`src/rtl/stage_if_prefetch_if.sv`:
```
// Fetch-stage bus bundle: redirect input, instruction-memory request/response
// handshake, and the decode-facing queue head.
//   master : the fetch stage (drives imem requests and the dec_* head)
//   slave  : the environment (PC-select, instruction memory, decode)
interface stage_if_prefetch_if #(
  parameter int XLEN = 32
);
  logic            redir_valid;
  logic [XLEN-1:0] redir_pc;

  logic            imem_req_valid;
  logic            imem_req_ready;
  logic [XLEN-1:0] imem_req_addr;
  logic            imem_rsp_valid;
  logic [31:0]     imem_rsp_data;
  logic            imem_rsp_fault;

  logic            dec_valid;
  logic            dec_ready;
  logic [XLEN-1:0] dec_pc;
  logic [XLEN-1:0] dec_pcplus4;
  logic [31:0]     dec_inst;
  logic            dec_trap_valid;
  logic [1:0]      dec_trap_cause;
  logic            busy;

  modport master (
    input  redir_valid, redir_pc,
    input  imem_req_ready, imem_rsp_valid, imem_rsp_data, imem_rsp_fault,
    input  dec_ready,
    output imem_req_valid, imem_req_addr,
    output dec_valid, dec_pc, dec_pcplus4, dec_inst, dec_trap_valid,
    output dec_trap_cause, busy
  );

  modport slave (
    output redir_valid, redir_pc,
    output imem_req_ready, imem_rsp_valid, imem_rsp_data, imem_rsp_fault,
    output dec_ready,
    input  imem_req_valid, imem_req_addr,
    input  dec_valid, dec_pc, dec_pcplus4, dec_inst, dec_trap_valid,
    input  dec_trap_cause, busy
  );
endinterface

```
`src/rtl/stage_if_prefetch.sv`:
```
// Prefetching instruction-fetch stage.
// Generates sequential fetch PCs, issues them to instruction memory over a
// valid/ready request channel, collects in-order responses into a DEPTH-entry
// queue and presents the queue head to decode. Redirects flush the queue and
// discard responses still in flight; a misaligned PC or an access fault
// queues a single trap entry and stops fetching until the next redirect.
// Ports:
//   clk    : clock
//   start  : synchronous active-low reset (0 = reset, 1 = run)
//   bus    : stage_if_prefetch_if.master (redirect, imem req/rsp, decode head, busy)
module stage_if_prefetch #(
  parameter int              XLEN      = 32,
  parameter int              DEPTH     = 4,
  parameter int              MAX_OUTST = 2,
  parameter logic [XLEN-1:0] RESET_PC  = '0
) (
  input logic                 clk,
  input logic                 start,
  stage_if_prefetch_if.master bus
);

  localparam int              AW      = $clog2(DEPTH);
  localparam int              CW      = AW + 1;
  localparam logic [CW-1:0]   DEPTH_C = CW'(DEPTH);
  localparam logic [CW-1:0]   OUTST_C = CW'(MAX_OUTST);
  localparam logic [31:0]     NOP     = 32'h0000_0013;
  localparam logic [1:0]      CAUSE_NONE     = 2'd0;
  localparam logic [1:0]      CAUSE_MISALIGN = 2'd1;
  localparam logic [1:0]      CAUSE_FAULT    = 2'd2;

  typedef enum logic {RUN, HALT} state_t;

  // Control state
  state_t          state;
  logic [XLEN-1:0] fetch_pc;
  logic [CW-1:0]   count;
  logic [CW-1:0]   outst;
  logic [CW-1:0]   drop;
  logic [AW-1:0]   rd_ptr, wr_ptr;
  logic [AW-1:0]   fl_rd, fl_wr;

  // Prefetch queue storage and the PC of every in-flight request (issue order)
  logic [XLEN-1:0] q_pc    [DEPTH];
  logic [31:0]     q_inst  [DEPTH];
  logic [1:0]      q_cause [DEPTH];
  logic [XLEN-1:0] fl_pc   [DEPTH];

  logic            running, aligned, room;
  logic [CW:0]     occ;
  logic            issue, rsp, rsp_keep, misal_push, push, pop, head_valid;
  logic [XLEN-1:0] push_pc;
  logic [31:0]     push_inst;
  logic [1:0]      push_cause;
  logic [CW-1:0]   outst_n;

  always_comb begin
    running    = start && (state == RUN) && !bus.redir_valid;
    aligned    = (fetch_pc[1:0] == 2'b00);
    // Queue space is reserved for every request still in flight, so a
    // response can always be accepted without backpressure.
    occ        = {1'b0, count} + {1'b0, outst};
    room       = occ < {1'b0, DEPTH_C};
    bus.imem_req_valid = running && aligned && room && (outst < OUTST_C);
    bus.imem_req_addr  = fetch_pc;
    issue      = bus.imem_req_valid && bus.imem_req_ready;

    rsp        = start && bus.imem_rsp_valid;
    rsp_keep   = rsp && !bus.redir_valid && (drop == '0);
    // The misaligned trap waits until every older response has landed.
    misal_push = running && !aligned && room && (outst == '0);
    push       = rsp_keep || misal_push;

    push_pc    = misal_push ? fetch_pc : fl_pc[fl_rd];
    push_inst  = (rsp_keep && !bus.imem_rsp_fault) ? bus.imem_rsp_data : NOP;
    push_cause = misal_push ? CAUSE_MISALIGN :
                 (bus.imem_rsp_fault ? CAUSE_FAULT : CAUSE_NONE);

    head_valid = (count != '0);
    pop        = head_valid && bus.dec_ready && !bus.redir_valid;
    outst_n    = outst + CW'(issue) - CW'(rsp);

    bus.dec_valid      = head_valid;
    bus.dec_pc         = head_valid ? q_pc[rd_ptr] : '0;
    bus.dec_pcplus4    = head_valid ? q_pc[rd_ptr] + XLEN'(4) : '0;
    bus.dec_inst       = head_valid ? q_inst[rd_ptr] : '0;
    bus.dec_trap_cause = head_valid ? q_cause[rd_ptr] : CAUSE_NONE;
    bus.dec_trap_valid = head_valid && (q_cause[rd_ptr] != CAUSE_NONE);
    bus.busy           = (outst != '0) || (count != '0);
  end

  // Control path: FSM, counters, pointers
  always_ff @(posedge clk) begin
    if (!start) begin
      state    <= RUN;
      fetch_pc <= RESET_PC;
      count    <= '0;
      outst    <= '0;
      drop     <= '0;
      rd_ptr   <= '0;
      wr_ptr   <= '0;
      fl_rd    <= '0;
      fl_wr    <= '0;
    end else begin
      outst <= outst_n;
      if (issue) fl_wr <= fl_wr + AW'(1);
      if (rsp)   fl_rd <= fl_rd + AW'(1);

      if (bus.redir_valid) begin
        // Everything still in flight after this cycle belongs to the old stream.
        state    <= RUN;
        fetch_pc <= bus.redir_pc;
        count    <= '0;
        rd_ptr   <= '0;
        wr_ptr   <= '0;
        drop     <= outst_n;
      end else begin
        if (issue) fetch_pc <= fetch_pc + XLEN'(4);
        if (push)  wr_ptr <= wr_ptr + AW'(1);
        if (pop)   rd_ptr <= rd_ptr + AW'(1);
        count <= count + CW'(push) - CW'(pop);

        if (rsp && (drop != '0)) begin
          drop <= drop - CW'(1);
        end else if (rsp_keep && bus.imem_rsp_fault) begin
          // Younger requests behind the faulting one must never reach decode.
          drop  <= outst_n;
          state <= HALT;
        end
        if (misal_push) state <= HALT;
      end
    end
  end

  // Data path: queue and in-flight PC storage, not reset
  always_ff @(posedge clk) begin
    if (push) begin
      q_pc[wr_ptr]    <= push_pc;
      q_inst[wr_ptr]  <= push_inst;
      q_cause[wr_ptr] <= push_cause;
    end
    if (issue) fl_pc[fl_wr] <= fetch_pc;
  end

endmodule

```
`src/flat_wrapper.sv`:
```
// flat-port wrapper written by rule: the top's interface ports become plain ports
module stage_if_prefetch_flat 
#(
  parameter int              XLEN      = 32,
  parameter int              DEPTH     = 4,
  parameter int              MAX_OUTST = 2,
  parameter logic [XLEN-1:0] RESET_PC  = '0
)
  (clk, start, bus_redir_valid, bus_redir_pc, bus_imem_req_ready, bus_imem_rsp_valid, bus_imem_rsp_data, bus_imem_rsp_fault, bus_dec_ready, bus_imem_req_valid, bus_imem_req_addr, bus_dec_valid, bus_dec_pc, bus_dec_pcplus4, bus_dec_inst, bus_dec_trap_valid, bus_dec_trap_cause, bus_busy);
  stage_if_prefetch_if #(.XLEN(XLEN)) bus_i ();
  input logic clk;
  input logic start;
  input wire logic [$bits(bus_i.redir_valid)-1:0] bus_redir_valid;
  input wire logic [$bits(bus_i.redir_pc)-1:0] bus_redir_pc;
  input wire logic [$bits(bus_i.imem_req_ready)-1:0] bus_imem_req_ready;
  input wire logic [$bits(bus_i.imem_rsp_valid)-1:0] bus_imem_rsp_valid;
  input wire logic [$bits(bus_i.imem_rsp_data)-1:0] bus_imem_rsp_data;
  input wire logic [$bits(bus_i.imem_rsp_fault)-1:0] bus_imem_rsp_fault;
  input wire logic [$bits(bus_i.dec_ready)-1:0] bus_dec_ready;
  output wire logic [$bits(bus_i.imem_req_valid)-1:0] bus_imem_req_valid;
  output wire logic [$bits(bus_i.imem_req_addr)-1:0] bus_imem_req_addr;
  output wire logic [$bits(bus_i.dec_valid)-1:0] bus_dec_valid;
  output wire logic [$bits(bus_i.dec_pc)-1:0] bus_dec_pc;
  output wire logic [$bits(bus_i.dec_pcplus4)-1:0] bus_dec_pcplus4;
  output wire logic [$bits(bus_i.dec_inst)-1:0] bus_dec_inst;
  output wire logic [$bits(bus_i.dec_trap_valid)-1:0] bus_dec_trap_valid;
  output wire logic [$bits(bus_i.dec_trap_cause)-1:0] bus_dec_trap_cause;
  output wire logic [$bits(bus_i.busy)-1:0] bus_busy;
  assign bus_i.redir_valid = bus_redir_valid;
  assign bus_i.redir_pc = bus_redir_pc;
  assign bus_i.imem_req_ready = bus_imem_req_ready;
  assign bus_i.imem_rsp_valid = bus_imem_rsp_valid;
  assign bus_i.imem_rsp_data = bus_imem_rsp_data;
  assign bus_i.imem_rsp_fault = bus_imem_rsp_fault;
  assign bus_i.dec_ready = bus_dec_ready;
  assign bus_imem_req_valid = bus_i.imem_req_valid;
  assign bus_imem_req_addr = bus_i.imem_req_addr;
  assign bus_dec_valid = bus_i.dec_valid;
  assign bus_dec_pc = bus_i.dec_pc;
  assign bus_dec_pcplus4 = bus_i.dec_pcplus4;
  assign bus_dec_inst = bus_i.dec_inst;
  assign bus_dec_trap_valid = bus_i.dec_trap_valid;
  assign bus_dec_trap_cause = bus_i.dec_trap_cause;
  assign bus_busy = bus_i.busy;
  stage_if_prefetch #(.XLEN(XLEN), .DEPTH(DEPTH), .MAX_OUTST(MAX_OUTST), .RESET_PC(RESET_PC)) u_core (.clk(clk), .start(start), .bus(bus_i));
endmodule
```
`config.mk`:
```
export PLATFORM = sky130hd
export DESIGN_NAME = stage_if_prefetch_flat
export DESIGN_NICKNAME = d
export VERILOG_FILES = /design/src/rtl/stage_if_prefetch_if.sv /design/src/rtl/stage_if_prefetch.sv /design/src/flat_wrapper.sv
export SDC_FILE = /design/constraint.sdc
export NUM_CORES = 1
export LEC_CHECK = 0
export CORE_ASPECT_RATIO = 2
export CORE_MARGIN = 4
export CORE_UTILIZATION = 37
export CTS_CLUSTER_SIZE = 16
export DETAILED_ROUTE_END_ITERATION = 10
export GPL_ROUTABILITY_DRIVEN = 0
export GPL_TIMING_DRIVEN = 0
export PLACE_DENSITY = 0.55
export SLEW_MARGIN = 20
export SYNTH_ARGS = -nofsm -noshare
export SYNTH_HDL_FRONTEND = slang
export SYNTH_SLANG_ARGS = --single-unit
```
`constraint.sdc`:
```
create_clock -name clk -period 19.8 [get_ports clk]
set_clock_uncertainty 0.2 [all_clocks]
set_input_delay 5.94 -clock clk [delete_from_list [all_inputs] [get_ports clk]]
set_output_delay 5.94 -clock clk [all_outputs]
set_load 0.02 [all_outputs]
```
Yosys cells after proc, flatten, opt, wreduce, memory -nomap -nowiden
Memory sizes are Yosys's and may differ from the RTL's. A register that Yosys moved wholly into a read port is not among the register bits.
Cells that the tools add are included.
Word-level totals
  flip-flop bits (word level): 50
  bits in writable memories: 392
  bits of input ports: 71
  output and inout bits: 134
  memories: 4
Cells by class
  add/subtract/negate cells: 12
  magnitude comparators: 2
  eq/ne operators: 1
  multiplexer cells: 28
  bitwise logic cells: 2
  reduce and logical (&&, ||, !) cells: 35
Memories
  u_core.fl_pc: depth 4, width 32, read ports 1, clocked after memory_dff 1, write ports 1, RTL line stage_if_prefetch.sv:46  | logic [XLEN-1:0] fl_pc [DEPTH];
  u_core.q_inst: depth 4, width 32, read ports 1, clocked after memory_dff 1, write ports 1, RTL line stage_if_prefetch.sv:44  | logic [31:0] q_inst [DEPTH];
  u_core.q_pc: depth 4, width 32, read ports 1, clocked after memory_dff 1, write ports 1, RTL line stage_if_prefetch.sv:43  | logic [XLEN-1:0] q_pc [DEPTH];
  u_core.q_cause: depth 4, width 2, read ports 1, clocked after memory_dff 1, write ports 1, RTL line stage_if_prefetch.sv:45  | logic [1:0] q_cause [DEPTH];
Operators with widths (number)
  two-way mux 32 bit: 7
  adder 32 x 3 -> 32 bit (second input constant): 2
  two-way mux 2 bit: 11
  logical AND 1 bit: 18
  nonzero test 3 bit: 4
  two-way mux 3 bit: 3
  adder 2 x 1 -> 2 bit (second input constant): 4
  two-way mux 1 bit: 7
  adder 3 x 1 -> 3 bit: 2
  zero test 3 bit: 2
  nonzero test 2 bit: 3
  subtractor 3 x 1 -> 3 bit: 2
  adder 3 x 3 -> 4 bit: 1
  less-than comparator 4 x 3 -> 1 bit (second input constant): 1
  zero test 1 bit: 3
  less-than comparator 3 x 2 -> 1 bit (second input constant): 1
  subtractor 3 x 1 -> 3 bit (second input constant): 1
  zero test 2 bit: 1
  logical OR 1 bit: 2
  inequality test 2 x 1 -> 1 bit (second input constant): 1
  inverter 1 bit: 2
  AND reduction 2 bit: 1
  OR reduction 2 bit: 1

Depth between registers and ports, before layout
  depth after elaboration: 12
  gate-level depth with buffers: 15

Least setup slack after synthesis
OpenSTA, ideal clock, no wires.
  path kind: input-to-output
  from: input bus_redir_valid
  to: output bus_imem_req_valid
  arrival time: 6.779 ns
  slack: 6.881 ns
  stages: 3
  cell sequence: nand2b_1 > clkbuf_1 > nor4_4
Between the ends
  word-level cells in the longest chain between the ends: 5
RTL lines
  start, declared: RTL line flat_wrapper.sv:13  | input wire logic [$bits(bus_i.redir_valid)-1:0] bus_redir_valid;
  zero test 1 bit: RTL line stage_if_prefetch.sv:57  | running = start && (state == RUN) && !bus.redir_valid;
  logical AND 1 bit: RTL line stage_if_prefetch.sv:57
  logical AND 1 bit (3 in series): RTL line stage_if_prefetch.sv:63  | bus.imem_req_valid = running && aligned && room && (outst < OUTST_C);
  end, declared: RTL line flat_wrapper.sv:20  | output wire logic [$bits(bus_i.imem_req_valid)-1:0] bus_imem_req_valid;
No other way between the ends.

Worst setup path after layout
Same ends and word-level chain as after synthesis.

==> results by group <==
Cells and area
  • # diodes: 0
  • Synth-to-layout area growth: 24.0%
  • Filler Cell Count: 4516
  • # nets final: 1523
  • Share of layout cells above drive strength 1: 16.0%

Worst setup path
  • Worst r2r src: u_core.count[2]
  • Reg2reg end: u_core.drop[2]
  • Slowest cell on crit path: clkdlybuf4s50_1
  • Delay-heaviest family, CP: buffers and inverters
  • WP data required: 13.66 ns
  • Buf/Inv on CP: 3
  • Crit Path Max Fanout: 9
  • Critical Path End: bus_imem_req_valid
  • FF-to-FF setup slack: 15.49 ns
  • Crit path capture type: output port
  • CP most frequent cell: clkdlybuf4s50_1
  • Crit. Startpoint: bus_redir_valid
  • R2R depth: 14
  • Crit path kind: primary input to output port
  • Crit-path cells: clkdlybuf4s50_1 -> nand2b_1 -> clkbuf_1 -> nor4_4 -> clkdlybuf4s50_1
  • CP max stage delay: 0.71 ns
  • WP data arrival: 7.98 ns
  • Startpoint types: primary input
  • Critical Path Stages: 5

Power
  • PD cells: 88.7 nW/um^2
  • Clk network pwr share: 37.5%
  • LEAKAGE: 7.72 nW
  • Net Sw Frac: 23.6%
  • Reg power frac: 51.3%
  • Pint: 1.60 mW
  • Comb pwr share: 11.1%
  • Max IR drop VDD: 0.0588 mV
  • Net switching power: 0.495 mW

Clock network
  • TritonCTS clock tree: done
  • Clock latency at the later pin of the worst-skew pair: 0.56 ns
  • Num CTS Buffers: 41
  • Clock sink total: 446
  • CTS clk-pin slew, worst paths: 0.06 ns
  • Htree depth: 2
  • # hold bufs at CTS: 0
  • Clock buffer depth: 3
  • Post-CTS setup buffer count: 0
  • CTS Root Cell: clkbuf_16
  • Post-CTS resize count: 0

STA
  • Maximum clock rate: 70.8 MHz
  • Setup WS post-layout: 5.68 ns
  • Crit path time final: 14.12 ns
  • Final setup violation count: 0
  • RSZ-0062 raised after global routing: false
  • Period utilisation layout: 71.3%
  • Setup TNS: 0 ns
  • Slew headroom: 34.8%
  • Slew Limit Fails: 0
  • Actual slew at the worst max-slew pin: 0.973 ns
  • Final Hold Viols: 0

Placed design
  • I/O Buffers: 204
  • Post-DP HPWL: 35400 um
  • Pre-CTS setup slack: 5.64 ns

Die
  • I/O pin total: 205
  • Num rows: 117
  • Core area: 50900 um^2
  • Die area: 55400 um^2
  • Die W: 168 um
  • Die H: 329 um
  • Initial Utilization: 37.4%

Synth
  • Sequential area share after synthesis: 67.5%
  • Post-Synth Adder-Cell Area: 1.46%
  • Top cell type's share of synthesized area: 61.8%
  • Syn Area/Cell: 16.3 um^2
  • Post-synth EDFFs: 392
  • Yosys top cell by area: edfxtp_1
  • Synth warn: 0
  • Post-synthesis compound-gate area fraction: 3.39%
  • Post-synthesis simple-gate area fraction: 9.96%
  • Syn nets: 1260
  • Area of the mapped netlist: 19000 um^2
  • Xor/xnor share of the synthesized area: 1.84%
  • Post-synthesis mux area share: 13.4%
  • Top FF cell, synth: edfxtp_1
  • Combinational family with the most area after synthesis: multiplexers
  • Gate Count Post-Synth: 1168
  • Synth async-reset ratio: 0%
  • Unique masters post-synth: 61
  • Flops & latches, synth: 446
  • Top cells by area, synth: edfxtp_1, mux4_2, dfxtp_1

Drt
  • Drt via density: 5.18
  • TritonRoute pass-1 iters: 6
  • Metal-1 WL: 18200 um
  • First-iteration detailed-routing DRC count: 700
  • DR WL met2: 26500 um
  • Routed wl met3: 2010 um
  • Drt wl/cell: 22.8 um
  • Vias: 11000
  • Remaining DRCs: 0
  • Routed Antenna Nets: 0
  • Final WL: 48200 um
  • Max layer used: met4

GRT
  • GRT Residual Overflow: 0
  • Vias in the first global route: 11700
  • Total Routing Usage GR: 17.3%
  • Largest net degree at the start of global routing: 25
  • First-pass GRT wire length: 72000 um
  • Initial antenna violation count: 0

Min path
  • Hold Crit Class: flop to flop
  • Hold_sp: u_core.drop[0]

Status
  • Status: finished, final reports clean

Job
  • Max_cap viols: 0
-- power by group through the flow --
stage	Combinational (mW)	Sequential [mW]	Clock, mW
2_1_floorplan	0.131	1.09	0
6_report	0.233	1.07	0.786
3_3_place_gp	0.229	1.10	0
5_1_grt	0.253	1.08	0.842
3_5_place_dp	0.237	1.10	0
4_1_cts	0.238	1.07	0.809
-- sequential cells by signal, indices dropped and copies added (netlist names), 3 cells and up, named ones only --
signal / cells
u_core.bus.imem_req_addr: 32
u_core.drop: 3
u_core.count: 3
u_core.fl_pc: 128
u_core.outst: 3
u_core.q_pc: 128
u_core.q_inst: 128
u_core.q_cause: 8
-- logic make-up after synthesis --
family | after synthesis
DFF | 446
and+or+nand+nor | 337
muxes | 125
AOI/OAI and AO/OA | 104
buffers and inverters | 95
xor gates and xnor gates | 40
adders and majority gates | 21
-- worst min-delay path by stage --
| stage | slack (ns) | endpoint | cells past startpoint |
|---|---|---|---|
| CTS | 0.29 | u_core.drop[0] | 1 |
| global placement | 0.27 | u_core.drop[0] | 1 |
| detailed placement | 0.28 | u_core.drop[0] | 1 |
| finish | 0.28 | u_core.drop[0] | 1 |
| floorplan | 0.25 | u_core.drop[0] | 1 |
| global route | 0.32 | u_core.fl_wr[1] | 2 |
-- synthesized netlist by cell type (all sizes together), types with 19 or more instances --
master	n
dfxtp	54
a21oi	30
mux2	22
nand2	51
ha	19
o21ai	32
inv	30
xnor2	27
nor2	81
edfxtp	392
and2	101
clkbuf	44
mux4	98
-- worst register-to-register path, cell delays in order, from the launching register on --
cell	delay (ns)
dfxtp_1	0.39
ha_1	0.25
or4_1	0.57
nor4_4	0.46
nand2_1	0.29
inv_1	0.21
buf_2	0.26
buf_2	0.34
ha_1	0.21
inv_1	0.05
fa_1	0.38
xor2_1	0.19
o22a_1	0.20
o22ai_1	0.12
nor2_1	0.05
-- layout make-up --
type | instances | area, um^2 | area share [%]
Multi-Input combinational cell | 627 | 5760 | 24.4
Timing Repair Buffer | 220 | 2390 | 10.1
Clock inverter | 21 | 183 | 0.774
Clock buffer | 52 | 1140 | 4.83
Buffer | 63 | 339 | 1.44
Sequential cell | 446 | 12900 | 54.4
Tap cell | 654 | 818 | 3.47
Inverter | 32 | 120 | 0.509
-- cells in the final DEF (no fill, tap or decap), drive strengths merged, types with 13 or more instances in the layout --
cell           count
mux2              22
o21ai             32
nor3              14
dfxtp             54
a21oi             30
clkinv            16
edfxtp           392
xor2              13
nand2             51
buf               34
ha                19
mux4              98
nand3             15
and2             101
nand4             17
nor2              81
inv               33
clkdlybuf4s50    204
xnor2             27
clkbuf            96
-- routing by layer --
metal | vias to the layer above | GRT usage [%]
li1 | 5035 | -
met3 | 82 | 2.21
met5 | - | 0
met1 | 5502 | 19.4
met4 | 0 | 6.07
met2 | 337 | 33.1
-- stage by stage --
stage	total power, mW	hold slack [ns]	util (%)	std cells	cell area (um^2)
after floorplan	1.23	0.253	-	1168	19000
after global placement	1.33	0.274	43.0	2026	21900
after detailed placement	1.33	0.285	43.7	2042	22300
after CTS	2.12	0.294	46.3	2115	23600
after global routing	2.17	0.322	46.3	2115	23600
final	2.09	0.281	46.3	2115	23600
(Power assumes the default switching activity.)
